===== src/rtl/best_match_if.sv =====
// best_match_if: candidate readout bus between the accumulator, the best-match picker and its consumer.
// no_match is present only when BEST_MATCH_THRESH_EN is defined.
interface best_match_if;
    logic               start;
    logic [13:0]        g2sum;
    logic [10:0]        gsum;
    logic [13:0]        fg;
    logic [5:0]         place;
    logic               finalstart;
    logic               valid;
    logic               busy;
    logic               done;
    logic [5:0]         best_place;
    logic signed [15:0] best_cost;
    logic [10:0]        best_gsum;
`ifdef BEST_MATCH_THRESH_EN
    logic               no_match;
`endif

    modport slave (
        input  start, g2sum, gsum, fg, place,
        output finalstart, valid, busy, done, best_place, best_cost, best_gsum
`ifdef BEST_MATCH_THRESH_EN
        , output no_match
`endif
    );

    modport master (
        output start, g2sum, gsum, fg, place,
        input  finalstart, valid, busy, done, best_place, best_cost, best_gsum
`ifdef BEST_MATCH_THRESH_EN
        , input no_match
`endif
    );
endinterface


===== src/rtl/best_match.sv =====
// best_match: walks the four accumulated candidates and keeps the lowest g2sum - 2*fg cost.
// Optional BEST_MATCH_THRESH_EN adds no_match = (best_cost > THRESH), latched at the done transition.
module best_match #(
    parameter logic signed [15:0] THRESH = 16'sd0
) (
    input  logic       clk,
    input  logic       rst_n,
    best_match_if.slave bm
);
    localparam logic [2:0] S_IDLE = 3'd0;
    localparam logic [2:0] S_FS   = 3'd1;
    localparam logic [2:0] S_CAP  = 3'd2;
    localparam logic [2:0] S_ADV  = 3'd3;
    localparam logic [2:0] S_DONE = 3'd4;

    logic [2:0]         r_state;
    logic [1:0]         r_idx;
    logic               r_finalstart;
    logic               r_valid;
    logic               r_busy;
    logic               r_done;
    logic [5:0]         r_best_place;
    logic signed [15:0] r_best_cost;
    logic [10:0]        r_best_gsum;

    logic signed [15:0] w_cost;
    logic               w_take;
    logic signed [15:0] w_best_cost_nxt;

    // 16 bits covers +16383 down to -32766, so the subtraction never wraps
    assign w_cost          = $signed({2'b00, bm.g2sum}) - $signed({1'b0, bm.fg, 1'b0});
    assign w_take          = (r_state == S_CAP) && ((r_idx == 2'd0) || (w_cost < r_best_cost));
    assign w_best_cost_nxt = w_take ? w_cost : r_best_cost;

    always_ff @(posedge clk or negedge rst_n) begin
        if (!rst_n) begin
            r_state      <= S_IDLE;
            r_idx        <= 2'd0;
            r_finalstart <= 1'b0;
            r_valid      <= 1'b0;
            r_busy       <= 1'b0;
            r_done       <= 1'b0;
        end else begin
            case (r_state)
                S_IDLE: begin
                    if (bm.start) begin
                        r_state      <= S_FS;
                        r_idx        <= 2'd0;
                        r_finalstart <= 1'b1;
                        r_busy       <= 1'b1;
                    end
                end
                S_FS: begin
                    r_finalstart <= 1'b0;
                    r_state      <= S_CAP;
                end
                S_CAP: begin
                    r_state <= (r_idx == 2'd3) ? S_DONE : S_ADV;
                    r_valid <= (r_idx != 2'd3);
                    r_done  <= (r_idx == 2'd3);
                    r_busy  <= (r_idx != 2'd3);
                end
                S_ADV: begin
                    r_valid <= 1'b0;
                    r_idx   <= r_idx + 2'd1;
                    r_state <= S_CAP;
                end
                S_DONE: begin
                    r_done  <= 1'b0;
                    r_state <= S_IDLE;
                end
                default: r_state <= S_IDLE;
            endcase
        end
    end

    // winner registers move only on capture edges; ties keep the earlier candidate
    always_ff @(posedge clk or negedge rst_n) begin
        if (!rst_n) begin
            r_best_place <= 6'd0;
            r_best_cost  <= 16'sd0;
            r_best_gsum  <= 11'd0;
        end else if (w_take) begin
            r_best_place <= bm.place;
            r_best_cost  <= w_cost;
            r_best_gsum  <= bm.gsum;
        end
    end

`ifdef BEST_MATCH_THRESH_EN
    logic r_no_match;

    always_ff @(posedge clk or negedge rst_n) begin
        if (!rst_n)
            r_no_match <= 1'b0;
        else if (r_state == S_CAP && r_idx == 2'd3)
            r_no_match <= (w_best_cost_nxt > THRESH);
    end

    assign bm.no_match = r_no_match;
`else
    logic w_unused_thresh;
    assign w_unused_thresh = ^{THRESH, w_best_cost_nxt};
`endif

    assign bm.finalstart = r_finalstart;
    assign bm.valid      = r_valid;
    assign bm.busy       = r_busy;
    assign bm.done       = r_done;
    assign bm.best_place = r_best_place;
    assign bm.best_cost  = r_best_cost;
    assign bm.best_gsum  = r_best_gsum;
endmodule


===== src/flat_wrapper.sv =====
// flat-port wrapper written by rule: the top's interface ports become plain ports
module best_match_flat 
#(
    parameter logic signed [15:0] THRESH = 16'sd0
)
  (clk, rst_n, bm_start, bm_g2sum, bm_gsum, bm_fg, bm_place, bm_finalstart, bm_valid, bm_busy, bm_done, bm_best_place, bm_best_cost, bm_best_gsum);
  best_match_if bm_i ();
  input  logic clk;
  input  logic rst_n;
  input wire logic [$bits(bm_i.start)-1:0] bm_start;
  input wire logic [$bits(bm_i.g2sum)-1:0] bm_g2sum;
  input wire logic [$bits(bm_i.gsum)-1:0] bm_gsum;
  input wire logic [$bits(bm_i.fg)-1:0] bm_fg;
  input wire logic [$bits(bm_i.place)-1:0] bm_place;
  output wire logic [$bits(bm_i.finalstart)-1:0] bm_finalstart;
  output wire logic [$bits(bm_i.valid)-1:0] bm_valid;
  output wire logic [$bits(bm_i.busy)-1:0] bm_busy;
  output wire logic [$bits(bm_i.done)-1:0] bm_done;
  output wire logic [$bits(bm_i.best_place)-1:0] bm_best_place;
  output wire logic [$bits(bm_i.best_cost)-1:0] bm_best_cost;
  output wire logic [$bits(bm_i.best_gsum)-1:0] bm_best_gsum;
  assign bm_i.start = bm_start;
  assign bm_i.g2sum = bm_g2sum;
  assign bm_i.gsum = bm_gsum;
  assign bm_i.fg = bm_fg;
  assign bm_i.place = bm_place;
  assign bm_finalstart = bm_i.finalstart;
  assign bm_valid = bm_i.valid;
  assign bm_busy = bm_i.busy;
  assign bm_done = bm_i.done;
  assign bm_best_place = bm_i.best_place;
  assign bm_best_cost = bm_i.best_cost;
  assign bm_best_gsum = bm_i.best_gsum;
  best_match #(.THRESH(THRESH)) u_core (.clk(clk), .rst_n(rst_n), .bm(bm_i));
endmodule

===== config.mk =====
export PLATFORM = sky130hd
export DESIGN_NAME = best_match_flat
export DESIGN_NICKNAME = d
export VERILOG_FILES = /design/src/rtl/best_match_if.sv /design/src/rtl/best_match.sv /design/src/flat_wrapper.sv
export SDC_FILE = /design/constraint.sdc
export NUM_CORES = 1
export LEC_CHECK = 0
export ABC_CLOCK_PERIOD_IN_PS = 2900
export CAP_MARGIN = 25
export CORE_UTILIZATION = 48
export CTS_CLUSTER_SIZE = 20
export DETAILED_ROUTE_END_ITERATION = 16
export GPL_ROUTABILITY_DRIVEN = 0
export PLACE_DENSITY = 0.81
export SYNTH_ARGS = -nofsm -noshare
export SYNTH_HDL_FRONTEND = slang
export SYNTH_SLANG_ARGS = --single-unit

===== constraint.sdc =====
create_clock -name clk -period 2.9 [get_ports clk]
set_input_delay 0.435 -clock clk [delete_from_list [all_inputs] [get_ports clk]]
set_output_delay 0.435 -clock clk [all_outputs]
set_load 0.05 [all_outputs]

==> flow_metrics.tcl, run 1 <==
set metrics [dict create \
    outcome "complete, but fails checks" \
    failed_checks "setup timing" \
    insertion_delay_ns 0.30 \
    p_switching_mw 2.61 \
    synthDistinctLibCells 44 \
    hp-class "primary input to async pin" \
    numCtsBuffers 5 \
    ys_warn_count 0 \
    crit_fanout 6 \
    ctsRootBufferMaster "clkbuf_8" \
    diodes 0 \
    drc 0 \
    tightestPinTransition_ns 0.931 \
    drtIter0Drc 124 \
    clockBufferDepth 2 \
    hpwl_mm 4.98 \
    path_cells "clkdlybuf4s50_1 -> ha_4 -> buf_4 -> a21o_1 -> a21oi_1 -> nand2_2 -> or4b_4 -> nand3_4 -> ha_4 -> nand4_1 -> nor3_2 -> nor3_2 -> or4_4 -> o211ai_4 -> buf_6 -> buf_16 -> mux2_4" \
    cts.sinks 42 \
    vias 2721 \
    stdcell_count 485 \
    track_usage_pct 29.9 \
    syn-num-nets 344 \
    final.period_utilization_pct 136 \
    final_cell_mix "clkdlybuf4s50_1 (65), buf_4 (45), dfrtp_1 (42)" \
    ir_worst_vdd_mv 0.853 \
    initial_utilization_pct 50.8 \
    whs_ns 0.261 \
    syn_area_mm2 0.00285 \
    die_area_mm2 0.00625 \
    htreeDepth 2 \
    ys_seq_elements 42 \
    path_class "primary input to register" \
    arrival_ns 4.12 \
    syn_to_final_growth_pct 64.7 \
    fin_tns_setup_ns -32.34 \
    synthArstFlopShare_pct 100 \
    setup_viol 33 \
    power_leakage_nw 2.21 \
    critPathMaxStageDelay_ns 0.51 \
    first_pass_iters 5 \
    yosysSeqAreaShare_pct 36.9 \
    hold_viol 0 \
    avgSynthCellArea_um2 10.8 \
    grt_pass1_wl_mm 14.2 \
    final_common_cell "clkdlybuf4s50_1" \
    period_minus_slack_ns 3.93 \
    slew_headroom_pct 38.0 \
    finalNetCount 491 \
    core_region_area_mm2 0.00561 \
    endpoint_kind "register" \
    crit_required_ns 3.09 \
    max_freq_ghz 0.254 \
    rows 27 \
    crit_path_top_delay_cell "or4b_4" \
    rsz0062_at_grt "true" \
    cp-start-kind "primary input" \
    synth_edf_count 0 \
    drive_above_1_share_pct 36.6 \
    slew_viol_final 0 \
    wirelength_mm 9.51 \
    io_pins 85 \
    clk_pin_slew_ns 0.09 \
    overflow 0 \
    ys.flop_type "dfrtp_1" \
    grt_pass1_vias 2868 \
    via_per_inst 5.61 \
    swShare_pct 46.4 \
    dpl.cell_count 458 \
    p_seq_share_pct 20.7 \
    dieWidth_um 79.1 \
    setup_ws_ns -1.03 \
    fin_util_pct 83.7 \
    crit_buf_inv 4 \
    antenna_left 0 \
    comb_power_share_pct 72.1 \
    port_buffers 84 \
    fin_skew_ns 0.00905 \
    cts_tree "yes" \
    grt_max_degree 43 \
    wl_per_cell_um 19.6 \
    die_h_um 79.1 \
    maxCapViolations 0 \
    powerDensity_mw_per_mm2 1200 \
    p_int_mw 3.02 \
    critPathTopFamily "simple AND/OR/NAND/NOR gates" \
    antenna_found_initial 0 \
    power_frac_clock_pct 7.2 \
    synthCells 265 \
]
-- worst paths after layout --
kind                                                    start                                 end  slack [ns]  depth (start not counted)
setup / recovery                                  bm_g2sum[9]  u_core.bm.best_gsum[7]$_DFFE_PN0P_       -1.03                         17
hold / removal                                          rst_n  u_core.bm.best_cost[1]$_DFFE_PN0P_        0.26                          1
setup reg to reg           u_core.bm.best_cost[2]$_DFFE_PN0P_  u_core.bm.best_gsum[7]$_DFFE_PN0P_        0.20                         10
hold reg to reg              u_core.bm.finalstart$_DFFE_PN0P_    u_core.bm.finalstart$_DFFE_PN0P_        0.51                          1
max in group asynchronous                               rst_n         u_core.r_idx[0]$_DFFE_PN0P_        2.05                          1
min in group clk                                     bm_fg[0]  u_core.bm.best_cost[1]$_DFFE_PN0P_        0.44                          3
-- synthesized netlist by cell type (2+ instances only) --
library cell	number	area share [%]
o22ai_1	3	0.66
buf_12	3	2.1
o21a_1	3	0.79
a22oi_1	2	0.53
nor2_1	16	2.1
inv_1	39	5.1
mux2i_1	3	1.1
ha_1	30	13
nand2b_1	3	0.66
a21o_1	5	1.3
nand3_1	5	0.88
nand4_1	3	0.66
clkbuf_1	2	0.26
dfrtp_1	42	37
o2111ai_1	2	0.61
nand2_1	13	1.7
xor2_1	2	0.61
mux2_2	3	1.2
a211o_1	2	0.61
nor3_1	3	0.53
a21oi_1	15	2.6
a31oi_1	2	0.44
nor2b_1	3	0.66
xnor2_1	7	2.2
o21ai_0	7	1.2
a211oi_1	2	0.53
mux2_4	28	15
-- metal layers --
layer / GRT usage [%] / wire length, um
met5: 0 / 0
met4: 11.5 / 325
met3: 5.17 / 486
met2: 54.5 / 4890
met1: 34.8 / 3800
-- cells by family (layout without fill, tap and decap cells) --
group                    after synthesis  in the layout  share of synthesized area, %
XOR/XNOR                               9              9                          2.77
AO/OA/AOI/OAI                         54             54                          13.4
flip-flops                            42             42                          36.9
multiplexers                          34             34                          17.0
AND/OR/NAND/NOR                       51             51                          8.56
adder cells (fa/ha/maj)               31             31                          13.9
buffers and inverters                 44            192                          7.51
-- sequential cells by signal, summed over array words and instances (netlist names) --
signal / flops
u_core.bm.best_cost: 16
u_core.bm.best_gsum: 11
u_core.bm.best_place: 6
u_core.r_state: 3
u_core.r_idx: 2
u_core.bm.busy: 1
u_core.bm.done: 1
u_core.bm.finalstart: 1
u_core.bm.valid: 1
-- final cells by class --
type	count	area [um2]
multi-input cells	179	1910
repair buffers	145	1400
flip-flops and latches	42	1050
fillers	287	912
inverters	39	159
well taps	72	90.1
clock buffers	5	68.8
clock inverters	3	23.8
-- power by group through the flow --
| stage | logic, mW | registers (mW) | clock network, mW |
|---|---|---|---|
| floorplan | 1.60 | 1.99 | 0 |
| global placement | 3.29 | 1.13 | 0 |
| detailed placement | 3.41 | 1.13 | 0 |
| CTS | 3.99 | 1.13 | 0.403 |
| global route | 4.26 | 1.20 | 0.428 |
| finish | 4.06 | 1.17 | 0.403 |
-- metrics by stage --
step / total power, mW / instance area [um2] / setup slack (ns)
after floorplan: 3.60 / 2910 / -0.851
after global placement: 4.42 / 4090 / -1.63
after detailed placement: 4.54 / 4090 / -1.78
after CTS: 5.52 / 4640 / -0.915
after global routing: 5.88 / 4700 / -1.21
final: 5.63 / 4700 / -1.03
-- repair_timing --
item	4_1_cts	5_1_grt
gates resized for setup	84	19
pin swaps	34	16
gates cloned	3	0
hold buffers	0	0
buffers inserted	15	4
endpoints found under the setup margin	33	33
No activity file was read; power rests on OpenSTA's default activity.
==> run 2, diff against run 1 <==
--- a/config.mk
+++ b/config.mk
@@ -7,6 +7,7 @@
 export LEC_CHECK = 0
 export ABC_CLOCK_PERIOD_IN_PS = 2900
 export CAP_MARGIN = 25
+export CORE_ASPECT_RATIO = 0.75
 export CORE_UTILIZATION = 48
 export CTS_CLUSTER_SIZE = 20
 export DETAILED_ROUTE_END_ITERATION = 16
==> run 2 against run 1 <==
Setup slack got worse by 0.0015 ns. Fmax barely moved. Global-route usage down 1.2 points. The flow still finishes with violations (setup timing). Largest power group unchanged. Critical endpoint unchanged.
==> flow_metrics.tcl, run 2 (synthesized netlist as in run 1, its figures left out) <==
set metrics [dict create \
    drc 0 \
    drive_above_1_share_pct 35.3 \
    p_int_mw 3.12 \
    via_per_inst 5.46 \
    setup_viol 33 \
    failed_checks "setup timing" \
    path_class "primary input to register" \
    cts_tree "yes" \
    dpl.cell_count 460 \
    ctsRootBufferMaster "clkbuf_8" \
    rows 23 \
    io_pins 85 \
    max_freq_ghz 0.254 \
    diodes 0 \
    powerDensity_mw_per_mm2 1200 \
    grt_pass1_vias 2756 \
    crit_required_ns 3.07 \
    top_layer "met4" \
    wl_met1_mm 3.60 \
    stdcell_count 489 \
    htreeDepth 2 \
    fin_skew_ns 0.0177 \
    die_h_um 68.7 \
    period_minus_slack_ns 3.93 \
    cts.sinks 42 \
    multi_input_area_mm2 0.00188 \
    largest_reg_flops 16 \
    maxCapViolations 0 \
    final_common_cell "clkdlybuf4s50_1" \
    antenna_left 0 \
    overflow 0 \
    clockBufferDepth 2 \
    wl_met2_mm 4.65 \
    drtIter0Drc 113 \
    track_usage_pct 28.8 \
    dieWidth_um 91.0 \
    comb_power_share_pct 69.6 \
    die_area_mm2 0.00625 \
    cp-start-kind "primary input" \
    finalNetCount 492 \
    outcome "complete, but fails checks" \
    dr_wl_met3_um 418 \
    ir_worst_vdd_mv 0.783 \
    swShare_pct 44.9 \
    power_frac_clock_pct 9.7 \
    final_cell_mix "clkdlybuf4s50_1 (68), buf_4 (50), dfrtp_1 (42)" \
    slew_viol_final 0 \
    wl_per_cell_um 18.3 \
    post-place-ws_ns -1.78 \
    grt_max_degree 43 \
    power_leakage_nw 2.21 \
    vias 2672 \
    final.period_utilization_pct 136 \
    antenna_found_initial 0 \
    first_pass_iters 4 \
    arrival_ns 4.10 \
    rsz0062_at_grt "true" \
    seqCellArea_mm2 0.00105 \
    hpwl_mm 5.13 \
    initial_utilization_pct 51.6 \
    clk_pin_slew_ns 0.09 \
    wirelength_mm 8.96 \
    core_region_area_mm2 0.00553 \
    port_buffers 84 \
    slew_headroom_pct 38.8 \
    crit_fanout 6 \
    cts_hold_buf 0 \
    fillCellCount 295 \
    tightestPinTransition_ns 0.918 \
    numCtsBuffers 5 \
    endpoint_kind "register" \
    hold_viol 0 \
    p_switching_mw 2.54 \
    setup_ws_ns -1.03 \
    p_seq_share_pct 20.7 \
    insertion_delay_ns 0.30 \
    hp-class "primary input to async pin" \
    syn_to_final_growth_pct 64.8 \
    grt_pass1_wl_mm 13.8 \
]
run 2: changes by cell type in the layout (fill, tap and decap cells not counted), moves of 3 or more:
| cell | delta |
|---|---|
| buf_4 | +5 |
| buf_8 | -3 |
| clkdlybuf4s50_1 | +3 |
| dlygate4sd2_1 | -3 |
run 2: cell type report:
cell class | count | share of cell area (%)
Clock buffer | 5 | 1.46
Clock inverter | 3 | 1.46
Timing Repair Buffer | 146 | 29.4
Sequential cell | 42 | 22.4
Tap cell | 75 | 2.00
Inverter | 39 | 3.38
Multi-Input combinational cell | 179 | 39.9
run 2: power by group through the flow:
stage,registers (mW),logic (mW),clock network (mW)
global placement,1.13,3.38,0
floorplan,1.99,1.60,0
global route,1.20,4.14,0.584
CTS,1.14,3.83,0.556
detailed placement,1.15,3.46,0
finish,1.17,3.94,0.551
run 2: final timing paths:
check                                                      end                          startpoint  cells past startpoint  slack [ns]
setup / recovery            u_core.bm.best_gsum[7]$_DFFE_PN0P_                            bm_fg[7]                     17       -1.03
hold / removal             u_core.bm.best_gsum[10]$_DFFE_PN0P_                               rst_n                      1        0.26
setup reg to reg            u_core.bm.best_gsum[7]$_DFFE_PN0P_  u_core.bm.best_cost[2]$_DFFE_PN0P_                     10        0.28
hold reg to reg                    u_core.bm.valid$_DFFE_PN0P_         u_core.bm.valid$_DFFE_PN0P_                      2        0.51
max in group asynchronous  u_core.bm.best_cost[12]$_DFFE_PN0P_                               rst_n                      1        2.04
min in group clk            u_core.bm.best_cost[1]$_DFFE_PN0P_                            bm_fg[0]                      3        0.48
run 2: routing by layer:
layer  vias up  track usage, %
met5         -               0
met4         0            11.7
met3        28            5.37
met2       111            54.5
met1      1300            33.1
li1       1233               -
run 2: critical path: stages:
cell and delay (ns):
clkdlybuf4s50_1 0.48, inv_1 0.05, ha_1 0.32, a21o_1 0.22, nand4_1 0.09, nand2_1 0.08, or4b_1 0.51, nand3_2 0.12
ha_4 0.14, nand4_1 0.17, nor3_2 0.26, nor3_2 0.08, or4_4 0.43, o211ai_4 0.13, buf_12 0.16, buf_12 0.12
mux2_4 0.30
run 2: what timing repair did:
action / 4_1_cts / 5_1_grt
setup endpoints to repair: 33 / 33
setup buffers: 15 / 6
cloned: 2 / 0
pin swaps: 29 / 12
gates resized for setup: 72 / 11
hold endpoints to repair: 0 / 0
run 2: through the flow:
step	total power [mW]	hold WS [ns]	instance area (um2)	TNS, ns	util (%)
finish	5.66	0.264	4700	-33.17	85.0
global placement	4.51	0.470	4120	-53.61	74.5
global route	5.93	0.334	4700	-36.37	85.0
CTS	5.52	0.294	4630	-28.14	83.7
floorplan	3.60	0.139	2910	-27.41	-
detailed placement	4.61	0.493	4120	-57.82	74.5
==> run 3, diff against run 2 <==
--- a/config.mk
+++ b/config.mk
@@ -7,7 +7,7 @@
 export LEC_CHECK = 0
 export ABC_CLOCK_PERIOD_IN_PS = 2900
 export CAP_MARGIN = 25
-export CORE_ASPECT_RATIO = 0.75
+export CORE_ASPECT_RATIO = 1.75
 export CORE_UTILIZATION = 48
 export CTS_CLUSTER_SIZE = 20
 export DETAILED_ROUTE_END_ITERATION = 16
==> run 3 against run 2 <==
The flow still finishes with violations (setup timing). Non-clock buffer count rose by 8. Fmax grew 6.1%. Worst hold slack improved by 0.0024 ns. Global-route usage fell by 0.92 points. Wire length rose by 4.3%. Cell area increased by 0.56%. Clock skew shrank 0.0087 ns. Setup slack better by 0.23 ns. Total power about the same. Flip-flop and latch count is the same. Combinational power rose by 4%.
==> flow_metrics.tcl, run 3 (synthesized netlist as in run 1, its figures left out) <==
set metrics [dict create \
    final_common_cell "clkdlybuf4s50_1" \
    antenna_found_initial 0 \
    rr_startpoint "u_core.bm.best_cost[2]$_DFFE_PN0P_" \
    hpwl_mm 5.39 \
    initial_utilization_pct 50.6 \
    drtIter0Drc 128 \
    overflow 0 \
    dpl.cell_count 466 \
    r2r_slack_ns 0.24 \
    dieWidth_um 60.3 \
    slew_viol_final 0 \
    die_h_um 104 \
    cts_tree "yes" \
    drc 0 \
    powerDensity_mw_per_mm2 1200 \
    path_class "primary input to register" \
    die_area_mm2 0.00626 \
    io_pins 85 \
    period_minus_slack_ns 3.71 \
    via_per_inst 5.42 \
    core_region_area_mm2 0.00563 \
    numCtsBuffers 5 \
    insertion_delay_ns 0.31 \
    port_buffers 84 \
    grt_max_degree 43 \
    wl_per_cell_um 18.8 \
    tightestPinTransition_ns 0.956 \
    max_freq_ghz 0.270 \
    drive_above_1_share_pct 38.6 \
    crit_required_ns 3.10 \
    stdcell_count 498 \
    finalNetCount 500 \
    clk_pin_slew_ns 0.10 \
    arrival_ns 3.91 \
    largest_reg_flops 16 \
    cp-start-kind "primary input" \
    htreeDepth 2 \
    crit_fanout 5 \
    ir_worst_vdd_mv 0.832 \
    grt_pass1_wl_mm 13.2 \
    setup_viol 33 \
    clockBufferDepth 2 \
    grt_pass1_vias 2806 \
    hold_viol 0 \
    hp-class "primary input to async pin" \
    cts.sinks 42 \
    vias 2698 \
    slew_headroom_pct 36.3 \
    fin_tns_setup_ns -25.50 \
    ctsRootBufferMaster "clkbuf_8" \
    power_leakage_nw 2.24 \
    final_cell_mix "clkdlybuf4s50_1 (61), buf_4 (56), dfrtp_1 (42)" \
    cts_hold_buf 0 \
    antenna_left 0 \
    track_usage_pct 27.8 \
    timing.rr.end "u_core.bm.best_cost[0]$_DFFE_PN0P_" \
    rows 36 \
    endpoint_kind "register" \
    maxCapViolations 0 \
    outcome "complete, but fails checks" \
    setup_ws_ns -0.807 \
    ff2ff_path_depth 10 \
    failed_checks "setup timing" \
    syn_to_final_growth_pct 65.8 \
    first_pass_iters 4 \
    rsz0062_at_grt "true" \
    diodes 0 \
    wirelength_mm 9.35 \
    final.period_utilization_pct 128 \
    fin_skew_ns 0.00896 \
]
run 3: cell count changes in the layout (fill, tap and decap cells not counted), sizes merged, moves of 2 or more:
cell           previous run  this run
dlygate4sd2              10        13
bufinv                    2         0
buf                      66        75
clkbuf                    5         7
clkdlybuf4s50            68        61
clkinvlp                  0         2
run 3: report_power, final:
| group | internal [mW] | total, mW | switching [mW] |
|---|---|---|---|
| Sequential | 0.898 | 1.16 | 0.263 |
| Clock | 0.173 | 0.411 | 0.238 |
| Combinational | 1.98 | 4.08 | 2.10 |
| Total | 3.05 | 5.66 | 2.60 |
run 3: repair_timing:
action	4_1_cts	5_1_grt
pin swaps	29	16
cloned	2	0
setup buffers	14	9
resized for setup	86	21
endpoints found under the setup margin	33	33
run 3: layout make-up:
| cell class | instances | area (um2) |
|---|---|---|
| clock inverters | 3 | 23.8 |
| clock buffers | 5 | 68.8 |
| well taps | 76 | 95.1 |
| flip-flops and latches | 42 | 1050 |
| fillers | 299 | 906 |
| inverters | 39 | 159 |
| multi-input cells | 179 | 1880 |
| repair buffers | 154 | 1450 |
run 3: worst max path at each step:
stage / from / end / slack (ns) / depth (start not counted)
floorplan: bm_g2sum[1] / u_core.bm.best_cost[0]$_DFFE_PN0P_ / -0.85 / 16
global placement: bm_g2sum[1] / u_core.bm.best_cost[9]$_DFFE_PN0P_ / -1.63 / 17
detailed placement: bm_g2sum[1] / u_core.bm.best_cost[9]$_DFFE_PN0P_ / -1.77 / 17
CTS: bm_g2sum[1] / u_core.bm.best_cost[3]$_DFFE_PN0P_ / -0.79 / 18
global route: bm_fg[1] / u_core.bm.best_cost[0]$_DFFE_PN0P_ / -0.97 / 18
finish: bm_g2sum[1] / u_core.bm.best_cost[0]$_DFFE_PN0P_ / -0.81 / 20
run 3: metrics by stage:
step           utilization, %  power, mW  setup slack (ns)  instance area, um2  hold WS, ns
2_1_floorplan               -       3.60            -0.851                2910        0.139
3_3_place_gp             73.6       4.49             -1.63                4140        0.468
3_5_place_dp             73.6       4.59             -1.77                4140        0.486
4_1_cts                  82.5       5.42            -0.790                4640        0.295
5_1_grt                  83.9       5.90            -0.969                4720        0.344
6_report                 83.9       5.66            -0.807                4720        0.266
run 3: per-layer routing:
layer  vias up  track usage, %  wire length (um)
met3        33            4.23               452
li1       1242               -                 -
met4         0            12.3               359
met5         -               0                 0
met1      1320            30.7              3290
met2       103            49.6              5240
run 3: critical path, cell delays in order:
cell	delay, ns
buf_12	0.09
inv_12	0.03
ha_4	0.15
buf_4	0.13
buf_4	0.14
nor2b_2	0.17
o31a_1	0.22
o31ai_4	0.09
buf_6	0.14
o2111ai_4	0.21
o311ai_4	0.16
ha_1	0.34
nand4_1	0.20
nor3_2	0.18
nor3_2	0.06
or4_4	0.43
o211ai_4	0.11
buf_12	0.17
buf_12	0.13
mux2_4	0.31
